**src/rtl/execute_pkg.sv**
```systemverilog
// Shared encodings for the execute stage and its multiply/divide unit.
//   md_op_t  : 3-bit multiply/divide opcode carried with each instruction
//   MD_*     : md_op encodings (MD_MT writes HI or LO, selected by imm[0])
//   ST_*     : multiply/divide FSM state encodings
//   DIV0_LO  : quotient returned for a divide by zero (all ones, sliced to width)
//   ALU_*    : alu function codes (MIPS funct values, LUI uses a spare code)
package execute_pkg;

  typedef logic [2:0] md_op_t;

  localparam md_op_t MD_NONE  = 3'd0;
  localparam md_op_t MD_MULT  = 3'd1;
  localparam md_op_t MD_MULTU = 3'd2;
  localparam md_op_t MD_DIV   = 3'd3;
  localparam md_op_t MD_DIVU  = 3'd4;
  localparam md_op_t MD_MFHI  = 3'd5;
  localparam md_op_t MD_MFLO  = 3'd6;
  localparam md_op_t MD_MT    = 3'd7;

  localparam logic [1:0] ST_IDLE = 2'd0;
  localparam logic [1:0] ST_BUSY = 2'd1;
  localparam logic [1:0] ST_FIX  = 2'd2;

  localparam logic [63:0] DIV0_LO = '1;

  localparam logic [5:0] ALU_SLL  = 6'h00;
  localparam logic [5:0] ALU_SRL  = 6'h02;
  localparam logic [5:0] ALU_SRA  = 6'h03;
  localparam logic [5:0] ALU_LUI  = 6'h0F;
  localparam logic [5:0] ALU_ADD  = 6'h20;
  localparam logic [5:0] ALU_ADDU = 6'h21;
  localparam logic [5:0] ALU_SUB  = 6'h22;
  localparam logic [5:0] ALU_SUBU = 6'h23;
  localparam logic [5:0] ALU_AND  = 6'h24;
  localparam logic [5:0] ALU_OR   = 6'h25;
  localparam logic [5:0] ALU_XOR  = 6'h26;
  localparam logic [5:0] ALU_NOR  = 6'h27;
  localparam logic [5:0] ALU_SLT  = 6'h2A;
  localparam logic [5:0] ALU_SLTU = 6'h2B;

  // MULT, MULTU, DIV, DIVU start a sequential operation.
  function automatic logic md_is_arith(input md_op_t op);
    return (op >= MD_MULT) && (op <= MD_DIVU);
  endfunction

endpackage

```
**src/rtl/execute_md_if.sv**
```systemverilog
// ID/EX -> EX -> EX/MEM bundle for the execute stage.
//   master : decode side, drives the i_* instruction fields
//   slave  : execute stage, drives the o_* results and stall/busy
interface execute_md_if #(
  parameter int DATA_W = 32,
  parameter int IMM_W  = 26,
  parameter int CTRL_W = 6
);
  logic              i_valid;
  logic [IMM_W-1:0]  i_imm;
  logic [DATA_W-1:0] i_op1;
  logic [DATA_W-1:0] i_op2;
  logic              i_ALUSrc_op1;
  logic              i_ALUSrc_op2;
  logic [CTRL_W-1:0] i_ALUCtrl;
  logic              i_extOp;
  logic [2:0]        i_md_op;
  logic [DATA_W-1:0] o_op2;
  logic [DATA_W-1:0] o_ALUres;
  logic              o_arithmetic_overflow;
  logic              o_stall;
  logic              o_md_busy;

  modport master (
    output i_valid, i_imm, i_op1, i_op2, i_ALUSrc_op1, i_ALUSrc_op2,
           i_ALUCtrl, i_extOp, i_md_op,
    input  o_op2, o_ALUres, o_arithmetic_overflow, o_stall, o_md_busy
  );

  modport slave (
    input  i_valid, i_imm, i_op1, i_op2, i_ALUSrc_op1, i_ALUSrc_op2,
           i_ALUCtrl, i_extOp, i_md_op,
    output o_op2, o_ALUres, o_arithmetic_overflow, o_stall, o_md_busy
  );
endinterface

```
**src/rtl/alu.sv**
```systemverilog
// Combinational alu.
//   op1, op2 : operands (op1 carries the shift amount for shifts)
//   ctrl     : function code (ALU_* in execute_pkg)
//   res      : result
//   ovf      : signed overflow, ADD/SUB only
module alu
  import execute_pkg::*;
#(
  parameter int DATA_W = 32,
  parameter int CTRL_W = 6
) (
  input  logic [DATA_W-1:0] op1,
  input  logic [DATA_W-1:0] op2,
  input  logic [CTRL_W-1:0] ctrl,
  output logic [DATA_W-1:0] res,
  output logic              ovf
);
  localparam int SH_W = $clog2(DATA_W);

  logic [SH_W-1:0]   sh;
  logic [DATA_W-1:0] sum;
  logic [DATA_W-1:0] diff;

  assign sh = op1[SH_W-1:0];

  always_comb begin
    res  = '0;
    ovf  = 1'b0;
    sum  = op1 + op2;
    diff = op1 - op2;
    case (ctrl)
      ALU_ADD: begin
        res = sum;
        ovf = (op1[DATA_W-1] == op2[DATA_W-1]) && (sum[DATA_W-1] != op1[DATA_W-1]);
      end
      ALU_ADDU: res = sum;
      ALU_SUB: begin
        res = diff;
        ovf = (op1[DATA_W-1] != op2[DATA_W-1]) && (diff[DATA_W-1] != op1[DATA_W-1]);
      end
      ALU_SUBU: res = diff;
      ALU_AND:  res = op1 & op2;
      ALU_OR:   res = op1 | op2;
      ALU_XOR:  res = op1 ^ op2;
      ALU_NOR:  res = ~(op1 | op2);
      ALU_SLT:  res = {{(DATA_W-1){1'b0}}, ($signed(op1) < $signed(op2))};
      ALU_SLTU: res = {{(DATA_W-1){1'b0}}, (op1 < op2)};
      ALU_SLL:  res = op2 << sh;
      ALU_SRL:  res = op2 >> sh;
      ALU_SRA:  res = $unsigned($signed(op2) >>> sh);
      ALU_LUI:  res = {op2[DATA_W-17:0], 16'h0000};
      default:  res = '0;
    endcase
  end
endmodule

```
**src/rtl/execute_md_muldiv_seq.sv**
```systemverilog
// Sequential multiply/divide unit owning the HI/LO registers.
//   start        : accept a MULT/MULTU/DIV/DIVU this cycle (only honoured in IDLE)
//   op           : md opcode of the started operation
//   a, b         : rs/rt operands (multiplicand/multiplier, dividend/divisor)
//   busy         : operation in flight (BUSY or FIX)
//   hi, lo       : architectural HI/LO
//   mt_we/mt_sel : MTHI/MTLO write strobe, mt_sel 0 HI / 1 LO
//   mt_data      : value written by MTHI/MTLO
// Operations run on magnitudes for DATA_W cycles (radix-2 shift-add multiply,
// restoring divide), then one FIX cycle applies signs and writes HI/LO.
module muldiv_seq
  import execute_pkg::*;
#(
  parameter int DATA_W = 32
) (
  input  logic              clk,
  input  logic              rst_n,
  input  logic              start,
  input  md_op_t            op,
  input  logic [DATA_W-1:0] a,
  input  logic [DATA_W-1:0] b,
  output logic              busy,
  output logic [DATA_W-1:0] hi,
  output logic [DATA_W-1:0] lo,
  input  logic              mt_we,
  input  logic              mt_sel,
  input  logic [DATA_W-1:0] mt_data
);
  localparam int CNT_W = $clog2(DATA_W + 1);
  localparam int PW    = 2 * DATA_W;

  logic [1:0]       state;
  logic [CNT_W-1:0] cnt;

  // Operation context captured at issue.
  logic is_div_p0;
  logic neg_q_p0;
  logic neg_r_p0;
  logic div0_p0;

  // Working registers: acc is the product high half / partial remainder,
  // shq is the multiplier (product low half) / dividend->quotient shifter,
  // opb is the multiplicand / divisor magnitude.
  logic [DATA_W-1:0] acc_p0;
  logic [DATA_W-1:0] shq_p0;
  logic [DATA_W-1:0] opb_p0;

  logic            is_signed;
  logic [DATA_W:0] mul_sum;
  logic [DATA_W:0] div_shift;
  logic [DATA_W:0] div_sub;
  logic            div_ok;

  function automatic logic [DATA_W-1:0] mag(input logic signed [DATA_W-1:0] v,
                                            input logic sgn);
    return (sgn && (v < 0)) ? (~v + DATA_W'(1)) : v;
  endfunction

  function automatic logic [DATA_W-1:0] fix_sign_w(input logic [DATA_W-1:0] v,
                                                   input logic neg);
    return neg ? (~v + DATA_W'(1)) : v;
  endfunction

  function automatic logic [PW-1:0] fix_sign_p(input logic [PW-1:0] v,
                                               input logic neg);
    return neg ? (~v + PW'(1)) : v;
  endfunction

  assign busy      = (state != ST_IDLE);
  assign is_signed = (op == MD_MULT) || (op == MD_DIV);

  always_comb begin
    mul_sum   = {1'b0, acc_p0} + (shq_p0[0] ? {1'b0, opb_p0} : '0);
    div_shift = {acc_p0, shq_p0[DATA_W-1]};
    div_ok    = (div_shift >= {1'b0, opb_p0});
    div_sub   = div_ok ? (div_shift - {1'b0, opb_p0}) : div_shift;
  end

  // Issue -> iterate: load magnitudes in IDLE, one bit per BUSY cycle.
  always_ff @(posedge clk) begin
    if (state == ST_IDLE && start) begin
      acc_p0    <= '0;
      shq_p0    <= mag(a, is_signed);
      opb_p0    <= mag(b, is_signed);
      is_div_p0 <= (op == MD_DIV) || (op == MD_DIVU);
      neg_q_p0  <= is_signed && (a[DATA_W-1] ^ b[DATA_W-1]);
      neg_r_p0  <= is_signed && a[DATA_W-1];
      div0_p0   <= (b == '0);
    end else if (state == ST_BUSY) begin
      if (is_div_p0) begin
        acc_p0 <= div_sub[DATA_W-1:0];
        shq_p0 <= {shq_p0[DATA_W-2:0], div_ok};
      end else begin
        acc_p0 <= mul_sum[DATA_W:1];
        shq_p0 <= {mul_sum[0], shq_p0[DATA_W-1:1]};
      end
    end
  end

  // Control and architectural HI/LO; FIX applies signs and commits.
  always_ff @(posedge clk) begin
    if (!rst_n) begin
      state <= ST_IDLE;
      cnt   <= '0;
      hi    <= '0;
      lo    <= '0;
    end else begin
      case (state)
        ST_IDLE: begin
          if (start) begin
            state <= ST_BUSY;
            cnt   <= CNT_W'(DATA_W);
          end else if (mt_we) begin
            if (mt_sel) lo <= mt_data;
            else        hi <= mt_data;
          end
        end
        ST_BUSY: begin
          cnt <= cnt - 1'b1;
          if (cnt == CNT_W'(1)) state <= ST_FIX;
        end
        ST_FIX: begin
          if (is_div_p0) begin
            // Divide by zero leaves the raw dividend in the remainder path,
            // so the remainder sign rule restores the signed dividend in HI.
            lo <= div0_p0 ? DIV0_LO[DATA_W-1:0] : fix_sign_w(shq_p0, neg_q_p0);
            hi <= fix_sign_w(acc_p0, neg_r_p0);
          end else begin
            {hi, lo} <= fix_sign_p({acc_p0, shq_p0}, neg_q_p0);
          end
          state <= ST_IDLE;
        end
        default: state <= ST_IDLE;
      endcase
    end
  end
endmodule

```
**src/rtl/mux2in1.sv**
```systemverilog
// Two-input W-bit multiplexer.
//   sel : 0 selects in0, 1 selects in1
module mux2in1 #(
  parameter int W = 32
) (
  input  logic         sel,
  input  logic [W-1:0] in0,
  input  logic [W-1:0] in1,
  output logic [W-1:0] out
);
  assign out = sel ? in1 : in0;
endmodule

```
**src/rtl/signExtend.sv**
```systemverilog
// Immediate extender: 16-bit field to DATA_W, sign- or zero-extended.
//   imm    : immediate bits [15:0]
//   ext_op : 1 sign-extend, 0 zero-extend
//   ext    : extended value
module signExtend #(
  parameter int DATA_W = 32
) (
  input  logic [15:0]       imm,
  input  logic              ext_op,
  output logic [DATA_W-1:0] ext
);
  assign ext = ext_op ? {{(DATA_W-16){imm[15]}}, imm}
                      : {{(DATA_W-16){1'b0}}, imm};
endmodule

```
**src/rtl/execute_md.sv**
```systemverilog
// MIPS execute stage with a sequential multiply/divide unit.
//   i_clk, i_rst_n : clock, synchronous active-low reset
//   bus (slave)    : i_valid, i_imm, i_op1, i_op2, i_ALUSrc_op1/op2, i_ALUCtrl,
//                    i_extOp, i_md_op in; o_op2 (store data), o_ALUres,
//                    o_arithmetic_overflow, o_stall, o_md_busy out
// The alu path is combinational. An instruction that touches the multiply/
// divide unit (start, MFHI/MFLO, MTHI/MTLO) stalls while an operation is in
// flight; ordinary alu instructions keep flowing.
module execute_md
  import execute_pkg::*;
#(
  parameter int DATA_W    = 32,
  parameter int IMM_W     = 26,
  parameter int SHAMT_LSB = 6,
  parameter int CTRL_W    = 6
) (
  input  logic        i_clk,
  input  logic        i_rst_n,
  execute_md_if.slave bus
);
  logic [DATA_W-1:0] imm_ext;
  logic [DATA_W-1:0] shamt_ext;
  logic [DATA_W-1:0] alu_a;
  logic [DATA_W-1:0] alu_b;
  logic [DATA_W-1:0] alu_res;
  logic              alu_ovf;
  logic              md_busy;
  logic [DATA_W-1:0] md_hi;
  logic [DATA_W-1:0] md_lo;
  logic              md_start;
  logic              md_mt_we;
  logic              md_any;
  logic              unused_imm;

  assign shamt_ext  = DATA_W'(bus.i_imm[SHAMT_LSB+4:SHAMT_LSB]);
  assign unused_imm = ^bus.i_imm[IMM_W-1:16];

  signExtend #(.DATA_W(DATA_W)) u_ext (
    .imm    (bus.i_imm[15:0]),
    .ext_op (bus.i_extOp),
    .ext    (imm_ext)
  );

  mux2in1 #(.W(DATA_W)) u_mux_op1 (
    .sel (bus.i_ALUSrc_op1),
    .in0 (bus.i_op1),
    .in1 (shamt_ext),
    .out (alu_a)
  );

  mux2in1 #(.W(DATA_W)) u_mux_op2 (
    .sel (bus.i_ALUSrc_op2),
    .in0 (bus.i_op2),
    .in1 (imm_ext),
    .out (alu_b)
  );

  alu #(.DATA_W(DATA_W), .CTRL_W(CTRL_W)) u_alu (
    .op1  (alu_a),
    .op2  (alu_b),
    .ctrl (bus.i_ALUCtrl),
    .res  (alu_res),
    .ovf  (alu_ovf)
  );

  // Anything that reads or writes HI/LO, or starts an operation, must wait
  // for IDLE; it is accepted in the first IDLE cycle.
  assign md_any   = (bus.i_md_op != MD_NONE);
  assign md_start = bus.i_valid && !md_busy && md_is_arith(bus.i_md_op);
  assign md_mt_we = bus.i_valid && !md_busy && (bus.i_md_op == MD_MT);

  muldiv_seq #(.DATA_W(DATA_W)) u_md (
    .clk     (i_clk),
    .rst_n   (i_rst_n),
    .start   (md_start),
    .op      (bus.i_md_op),
    .a       (bus.i_op1),
    .b       (bus.i_op2),
    .busy    (md_busy),
    .hi      (md_hi),
    .lo      (md_lo),
    .mt_we   (md_mt_we),
    .mt_sel  (bus.i_imm[0]),
    .mt_data (bus.i_op1)
  );

  always_comb begin
    case (bus.i_md_op)
      MD_MFHI: bus.o_ALUres = md_hi;
      MD_MFLO: bus.o_ALUres = md_lo;
      default: bus.o_ALUres = alu_res;
    endcase
  end

  assign bus.o_op2                 = bus.i_op2;
  assign bus.o_arithmetic_overflow = alu_ovf && !md_any;
  assign bus.o_stall               = bus.i_valid && md_busy && md_any;
  assign bus.o_md_busy             = md_busy;
endmodule

```
**src/flat_wrapper.sv**
```systemverilog
// flat-port wrapper written by rule: the top's interface ports become plain ports
module execute_md_flat import execute_pkg::*;
#(
  parameter int DATA_W    = 32,
  parameter int IMM_W     = 26,
  parameter int SHAMT_LSB = 6,
  parameter int CTRL_W    = 6
)
  (i_clk, i_rst_n, bus_i_valid, bus_i_imm, bus_i_op1, bus_i_op2, bus_i_ALUSrc_op1, bus_i_ALUSrc_op2, bus_i_ALUCtrl, bus_i_extOp, bus_i_md_op, bus_o_op2, bus_o_ALUres, bus_o_arithmetic_overflow, bus_o_stall, bus_o_md_busy);
  execute_md_if #(.DATA_W(DATA_W), .IMM_W(IMM_W), .CTRL_W(CTRL_W)) bus_i ();
  input  logic i_clk;
  input  logic i_rst_n;
  input wire logic [$bits(bus_i.i_valid)-1:0] bus_i_valid;
  input wire logic [$bits(bus_i.i_imm)-1:0] bus_i_imm;
  input wire logic [$bits(bus_i.i_op1)-1:0] bus_i_op1;
  input wire logic [$bits(bus_i.i_op2)-1:0] bus_i_op2;
  input wire logic [$bits(bus_i.i_ALUSrc_op1)-1:0] bus_i_ALUSrc_op1;
  input wire logic [$bits(bus_i.i_ALUSrc_op2)-1:0] bus_i_ALUSrc_op2;
  input wire logic [$bits(bus_i.i_ALUCtrl)-1:0] bus_i_ALUCtrl;
  input wire logic [$bits(bus_i.i_extOp)-1:0] bus_i_extOp;
  input wire logic [$bits(bus_i.i_md_op)-1:0] bus_i_md_op;
  output wire logic [$bits(bus_i.o_op2)-1:0] bus_o_op2;
  output wire logic [$bits(bus_i.o_ALUres)-1:0] bus_o_ALUres;
  output wire logic [$bits(bus_i.o_arithmetic_overflow)-1:0] bus_o_arithmetic_overflow;
  output wire logic [$bits(bus_i.o_stall)-1:0] bus_o_stall;
  output wire logic [$bits(bus_i.o_md_busy)-1:0] bus_o_md_busy;
  assign bus_i.i_valid = bus_i_valid;
  assign bus_i.i_imm = bus_i_imm;
  assign bus_i.i_op1 = bus_i_op1;
  assign bus_i.i_op2 = bus_i_op2;
  assign bus_i.i_ALUSrc_op1 = bus_i_ALUSrc_op1;
  assign bus_i.i_ALUSrc_op2 = bus_i_ALUSrc_op2;
  assign bus_i.i_ALUCtrl = bus_i_ALUCtrl;
  assign bus_i.i_extOp = bus_i_extOp;
  assign bus_i.i_md_op = bus_i_md_op;
  assign bus_o_op2 = bus_i.o_op2;
  assign bus_o_ALUres = bus_i.o_ALUres;
  assign bus_o_arithmetic_overflow = bus_i.o_arithmetic_overflow;
  assign bus_o_stall = bus_i.o_stall;
  assign bus_o_md_busy = bus_i.o_md_busy;
  execute_md #(.DATA_W(DATA_W), .IMM_W(IMM_W), .SHAMT_LSB(SHAMT_LSB), .CTRL_W(CTRL_W)) u_core (.i_clk(i_clk), .i_rst_n(i_rst_n), .bus(bus_i));
endmodule
```
**config.mk**
```make
export PLATFORM = sky130hd
export DESIGN_NAME = execute_md_flat
export DESIGN_NICKNAME = d
export VERILOG_FILES = /design/src/rtl/execute_pkg.sv /design/src/rtl/execute_md_if.sv /design/src/rtl/alu.sv /design/src/rtl/execute_md_muldiv_seq.sv /design/src/rtl/mux2in1.sv /design/src/rtl/signExtend.sv /design/src/rtl/execute_md.sv /design/src/flat_wrapper.sv
export SDC_FILE = /design/constraint.sdc
export NUM_CORES = 1
export LEC_CHECK = 0
export CAP_MARGIN = 20
export CORE_ASPECT_RATIO = 1.75
export CORE_MARGIN = 2
export CORE_UTILIZATION = 30
export DETAILED_ROUTE_END_ITERATION = 6
export PLACE_DENSITY = 0.59
export SLEW_MARGIN = 25
export SYNTH_ARGS = -nofsm -noshare
export SYNTH_HDL_FRONTEND = slang
export SYNTH_SLANG_ARGS = --single-unit
export TNS_END_PERCENT = 5
```
**constraint.sdc**
```tcl
create_clock -name i_clk -period 6.4 [get_ports i_clk]
set_clock_uncertainty 0.1 [all_clocks]
set_input_delay 1.28 -clock i_clk [delete_from_list [all_inputs] [get_ports i_clk]]
set_output_delay 1.28 -clock i_clk [all_outputs]
set_load 0.005 [all_outputs]
```
==> out/metrics.yaml, run 1 <==
status: "finished with violations"
violations: "design-rule violations, negative setup slack"
cts.path.max_buffers: 3
p_seq_share_pct: 23.1
io_pins: 172
placed_area_um2: 31200
synth_edf_count: 68
synth_cell_type_count: 90
grt_use_total_pct: 32.8
clkTransAtPathRegs_ns: 0.07
hold_path.class: "flop to flop"
synth-simple-area-share_pct: 20.0
root_buffer: "clkbuf_16"
synth-main-ff-cell: "dfxtp_1"
slew_violations: 0
place.port_buffers: 161
async_flop_share_pct: 0
layout_min_cycle_time_ns: 6.66
start_util_pct: 30.4
yosys.area_share.xor_xnor_pct: 7.26
reg2reg_from: "u_core.u_md.shq_p0[0]"
ys_ff_latch: 172
drc_errors: 10
max_freq_mhz: 150
drive_above_1_share_pct: 23.5
ys_seq_area_share_pct: 17.3
grt.overflow.total: 0
holdWs_ns: 0.361
dr.first_iter.drc_count: 2669
cp-startpoint: "bus_i_op2[9]"
grt_pass1_wl_mm: 195
syn_nets: 3660
synth_cells: 3381
dp_cells: 5002
dr.pass1.iters: 7
tritoncts: "yes"
synthMuxAreaShare_pct: 4.92
dr_total_vias: 29512
clk_latency_ns: 0.52
power_density_nw_per_um2: 202
multiInputGateArea_um2: 18900
min_from: "u_core.u_md.cnt[4]"
drt-total-wl_mm: 137
p_leak_nw: 14.1
stdcell_area_um2: 33000
synth_warnings: 0
regArea_um2: 4120
endpoint_kind: "primary output"
nNetsFinal: 4302
core_um2: 78600
setup_viol: 14
timing.final.crit_share_pct: 104
vdd_drop_max_mv: 0.148
place_ws_ns: -1.30
wl_per_cell_um: 27.0
cp_data_required_time_ns: 5.02
switching_share_pct: 45.5
fin_cells: 5070
vias_per_cell: 5.82
tightest_slew_ns: 1.10
power_switching_mw: 3.04
cts_num_sinks: 172
die_y_um: 377
syn_area_per_cell_um2: 7.06
area_delta_synth_final_pct: 38.4
worstPathMaxFanout: 2
setup_ws_ns: -0.263
synth_area_um2: 23900
gp_congestion: 1.06
antenna_left: 0
crit_type: "input port to primary output"
row_count: 136
cts_max_level: 4
chipWidth_um: 217
hold_viol_final: 0
share_comb_of_total_power_pct: 58.5
internal_power_mw: 3.64
cp.arrival_ns: 5.28
rsz0062_at_grt: "true"
num-fill-cells: 8235
power_frac_clock_pct: 18.3
synth_top_family_by_area: "compound AO/OA/AOI/OAI gates"
cp-start-kind: "input port"
hpwl_mm: 108
hold_buffers: 0
cts_buffers: 25
synth-compound-area-share_pct: 33.7
synthAdderAreaFrac_pct: 9.24
max_cap_viol_count: 0
antenna_found_initial: 3
slew_headroom_pct: 26.9
dieArea_um2: 81900
power_mw: 6.67
grt_pass1_vias: 29034
grt_max_degree: 91
[power groups by stage]
stage / Combinational [mW] / Sequential, mW / Clock (mW)
floorplan: 2.17 / 1.45 / 0
global placement: 3.64 / 1.55 / 0
detailed placement: 3.66 / 1.56 / 0
CTS: 3.80 / 1.53 / 1.23
global route: 4.19 / 1.55 / 1.26
finish: 3.91 / 1.54 / 1.22
[area by class of cell]
| cell class | count | area share [%] |
|---|---|---|
| clock buffers | 29 | 2.00 |
| clock inverters | 4 | 0.0492 |
| flip-flops and latches | 172 | 12.5 |
| inverters | 176 | 2.03 |
| well taps | 1035 | 3.92 |
| repair buffers | 876 | 22.2 |
| multi-input cells | 2772 | 57.3 |
| diodes | 6 | 0.0455 |
[per-layer routing]
| layer | part of all wire (%) | vias to the layer above | global-route usage, % |
|---|---|---|---|
| met5 | 0 | - | 0 |
| met1 | 34 | 14153 | 32.8 |
| met2 | 49 | 1305 | 59.0 |
| met4 | 12 | 0 | 31.2 |
| met3 | 4.6 | 425 | 2.88 |
| li1 | - | 13629 | - |
[cell families (layout without fill, tap and decap cells)]
| group | Yosys count | in the layout |
|---|---|---|
| XOR/XNOR | 198 | 198 |
| AND/OR/NAND/NOR | 1043 | 1043 |
| other | 0 | 6 |
| AO/OA/AOI/OAI | 1241 | 1241 |
| buffers and inverters | 437 | 1085 |
| multiplexers | 116 | 116 |
| adder cells (fa/ha/maj) | 174 | 174 |
| flip-flops | 172 | 172 |
[critical path, stage by stage]
cell and delay (ns):
dlygate4sd2_1 0.41, mux2_4 0.33, inv_2 0.06, ha_1 0.32
or3_4 0.42, nor3_4 0.14, o211ai_1 0.18, o2111ai_1 0.11
and2_4 0.18, o22a_4 0.16, a41oi_4 0.14, o31ai_4 0.25
xnor2_1 0.10, or3_4 0.38, a2111oi_4 0.51, buf_4 0.19
buf_4 0.10
[path summary, 6_finish.rpt]
kind | to | slack (ns) | depth (start not counted)
setup / recovery | bus_o_arithmetic_overflow | -0.26 | 17
hold / removal | u_core.u_md.cnt[4] | 0.36 | 1
setup reg to reg | u_core.u_md.acc_p0[28] | 1.51 | 14
hold reg to reg | u_core.u_md.cnt[4] | 0.36 | 1
[cell usage in the layout (no fill, tap or decap), types with 27 or more instances in the layout]
master and n:
a31oi_1 41, nand3_1 52, xnor2_1 138, dlygate4sd2_1 38
buf_4 676, o22ai_1 33, inv_1 163, nand2b_1 55
dfxtp_1 104, o31ai_1 27, nor3_1 60, o211ai_1 65
mux2i_1 96, o221ai_1 63, a211oi_1 44, a21o_1 48
nand2_1 368, o21ai_0 298, ha_1 149, xor2_1 59
clkdlybuf4s50_1 105, a22oi_1 35, a21boi_0 41, edfxtp_1 68
nor2_1 302, a21oi_1 280
[per-stage QoR]
stage | setup TNS (ns) | util [%]
6_report | -1.41 | 42.0
5_1_grt | -5.61 | 42.0
3_3_place_gp | -21.37 | 39.7
4_1_cts | -0.804 | 41.8
2_1_floorplan | 0 | -
3_5_place_dp | -21.19 | 39.7
[timing repair]
action                                  CTS  global route
cloned                                    0             0
hold endpoints to repair                  0             0
buffers inserted                         30             1
pin swaps                                68            16
endpoints found under the setup margin   33            33
gates resized for setup                 271            22
[sequential cells by signal, indices dropped and copies added, names as in the netlist]
| signal | count |
|---|---|
| u_core.u_md.div0_p0 | 1 |
| u_core.u_md.state | 2 |
| u_core.u_md.opb_p0 | 32 |
| u_core.u_md.neg_r_p0 | 1 |
| u_core.u_md.neg_q_p0 | 1 |
| u_core.u_md.hi | 32 |
| u_core.u_md.cnt | 6 |
| u_core.u_md.is_div_p0 | 1 |
| u_core.u_md.shq_p0 | 32 |
| u_core.u_md.acc_p0 | 32 |
| u_core.u_md.lo | 32 |
[cells in the mapped netlist, drive strengths merged, types with 66 or more instances]
cell    count  area (um^2)
nand2     371         1400
o21ai     332         1680
nor2      310         1170
a21oi     300         1500
inv       176          661
clkbuf    174          653
ha        170         2130
xnor2     139         1220
mux2i     108         1080
dfxtp     104         2080
buf        87          498
edfxtp     68         2040
o221ai     66          578
(Power assumes the default switching activity.)
==> run 2, diff against run 1 <==
PLACE_DENSITY = 0.57   (was 0.59)
clock period = 8.5 ns   (was 6.4 ns; I/O delays follow)
==> run 2 against run 1 <==
Effect of this change: the run ends with design-rule violations left; global-route usage fell by 1.1 points; non-clock buffer count fell by 359; power fell by 28%; sequential share of layout area rose by 1.5 points; setup slack improved by 0.48 ns; die area did not move; via count fell by 5.8%; highest routed layer is now met5; utilization fell by 4.5 points; first-iteration DRC count fell by 9.4%; count of clock-buffer cells in the layout rose by 1; sequential power fell by 25%; flip-flop and latch count did not move.
==> out/metrics.yaml, run 2 (synthesis results as in run 1) <==
hold_viol_final: 0
setup_ws_ns: 0.222
placed_area_um2: 28600
cp.arrival_ns: 6.48
root_buffer: "clkbuf_16"
setup_viol: 0
slew_headroom_pct: 24.3
num-fill-cells: 8524
status: "finished with violations"
nNetsFinal: 3943
cts_buffers: 25
grt.overflow.total: 0
clk_latency_ns: 0.51
cp_cell_sequence: "clkdlybuf4s50_1 -> mux2i_2 -> buf_4 -> inv_1 -> ha_1 -> buf_4 -> a211oi_1 -> nor3_1 -> buf_4 -> o21ai_1 -> o31ai_1 -> buf_4 -> a221oi_1 -> a31oi_1 -> o31ai_2 -> a31o_2 -> xnor2_1 -> nand2_1 -> a21oi_1 -> buf_4 -> clkdlybuf4s50_1"
tritoncts: "yes"
grt_pass1_wl_mm: 188
place.port_buffers: 161
hold_path.class: "flop to flop"
critPathMaxStageDelay_ns: 0.58
power_switching_mw: 2.21
vdd_drop_max_mv: 0.107
cts_max_level: 4
cp-start-kind: "input port"
chipWidth_um: 217
drt-total-wl_mm: 132
violations: "design-rule violations"
p_leak_nw: 12.1
io_pins: 172
dr_total_vias: 27797
cp_slowest_cell: "clkdlybuf4s50_1"
final_cell_mix: "370 x nand2_1, 339 x buf_4, 316 x o21ai_0, 307 x nor2_1, 295 x a21oi_1"
row_count: 136
cts_num_sinks: 172
grt_pass1_vias: 27176
path_delay_family: "compound AO/OA/AOI/OAI gates"
internal_power_mw: 2.58
max_cap_viol_count: 0
stdcell_area_um2: 29500
drc_errors: 1
gp_congestion: 1.13
critPathBufInv: 8
cp_data_required_time_ns: 6.70
crit_type: "input port to primary output"
share_comb_of_total_power_pct: 56.0
cts.path.max_buffers: 3
slew_violations: 0
max_freq_mhz: 121
hpwl_mm: 106
grt_max_degree: 75
drive_above_1_share_pct: 12.9
timing.final.crit_share_pct: 97.4
vias_per_cell: 5.90
grt_use_total_pct: 31.7
power_frac_clock_pct: 20.0
worstPathMaxFanout: 3
dieArea_um2: 81900
antenna_found_initial: 4
power_density_nw_per_um2: 163
area_delta_synth_final_pct: 23.4
final_common_cell: "nand2_1"
clkTransAtPathRegs_ns: 0.06
switching_share_pct: 46.1
endpoint_kind: "primary output"
holdWs_ns: 0.357
antenna_left: 0
core_um2: 78600
place_ws_ns: -0.213
die_y_um: 377
rsz0062_at_grt: "false"
p_seq_share_pct: 24.0
crit_top_cell: "buf_4"
tightest_slew_ns: 1.10
dr.pass1.iters: 7
dr.first_iter.drc_count: 2417
wl_per_cell_um: 28.1
layout_min_cycle_time_ns: 8.28
start_util_pct: 30.4
[run 2: metal layers]
layer	GRT usage [%]	part of all wire [%]
met1	31.3	34
met2	56.8	50
met3	3.56	4.8
met4	30.4	12
met5	0	0.019
[run 2: what timing repair did]
item / CTS / global route
hold buffers: 0 / 0
endpoints found under the setup margin: 6 / 17
setup buffers: 0 / 3
gates cloned: 0 / 0
gates resized for setup: 10 / 21
pin swaps: 0 / 4
[run 2: final timing paths]
path | from | endpoint | slack, ns | depth (start not counted)
worst max-delay path | bus_i_imm[0] | bus_o_ALUres[27] | 0.22 | 21
worst min-delay path | u_core.u_md.cnt[4] | u_core.u_md.cnt[4] | 0.36 | 1
worst max register to register | u_core.u_md.shq_p0[0] | u_core.u_md.acc_p0[31] | 4.04 | 15
worst min register to register | u_core.u_md.cnt[4] | u_core.u_md.cnt[4] | 0.36 | 1
[run 2: final cells by class]
class | instances | area (um^2) | area share, %
timing repair buffer | 517 | 4460 | 15.2
inverter | 176 | 662 | 2.25
tap | 1035 | 1290 | 4.39
clock buffer | 30 | 676 | 2.29
antenna | 5 | 12.5 | 0.0425
sequential | 172 | 4120 | 14.0
clock inverter | 3 | 43.8 | 0.149
multi-input combinational | 2772 | 18200 | 61.7
[run 2: worst register-to-register path, stage by stage (launching register included)]
cell and delay [ns]:
edfxtp_1 0.51, inv_1 0.09, buf_4 0.38, nor2_1 0.11, ha_1 0.36, a21o_1 0.21, and2_1 0.17, o311ai_0 0.64
a211oi_1 0.27, nor4b_1 0.51, o31ai_1 0.20, nand2_1 0.12, nand2b_1 0.09, nor4b_1 0.16, a311oi_1 0.31, a21oi_1 0.10
[run 2: power by group through the flow]
stage / Clock [mW] / Sequential (mW) / Combinational (mW)
after floorplan: 0 / 1.09 / 1.63
after global placement: 0 / 1.16 / 2.59
after detailed placement: 0 / 1.16 / 2.59
after CTS: 0.974 / 1.14 / 2.61
after global routing: 1.00 / 1.16 / 2.89
final: 0.961 / 1.15 / 2.68
[run 2: stage by stage]
| step | instances | TNS (ns) | total power, mW | utilization (%) |
|---|---|---|---|---|
| after floorplan | 3381 | 0 | 2.72 | - |
| after global placement | 4669 | -0.442 | 3.75 | 36.3 |
| after detailed placement | 4669 | -0.544 | 3.75 | 36.3 |
| after CTS | 4702 | -0.0205 | 4.73 | 37.3 |
| after global routing | 4705 | 0 | 5.05 | 37.5 |
| final | 4710 | 0 | 4.79 | 37.5 |
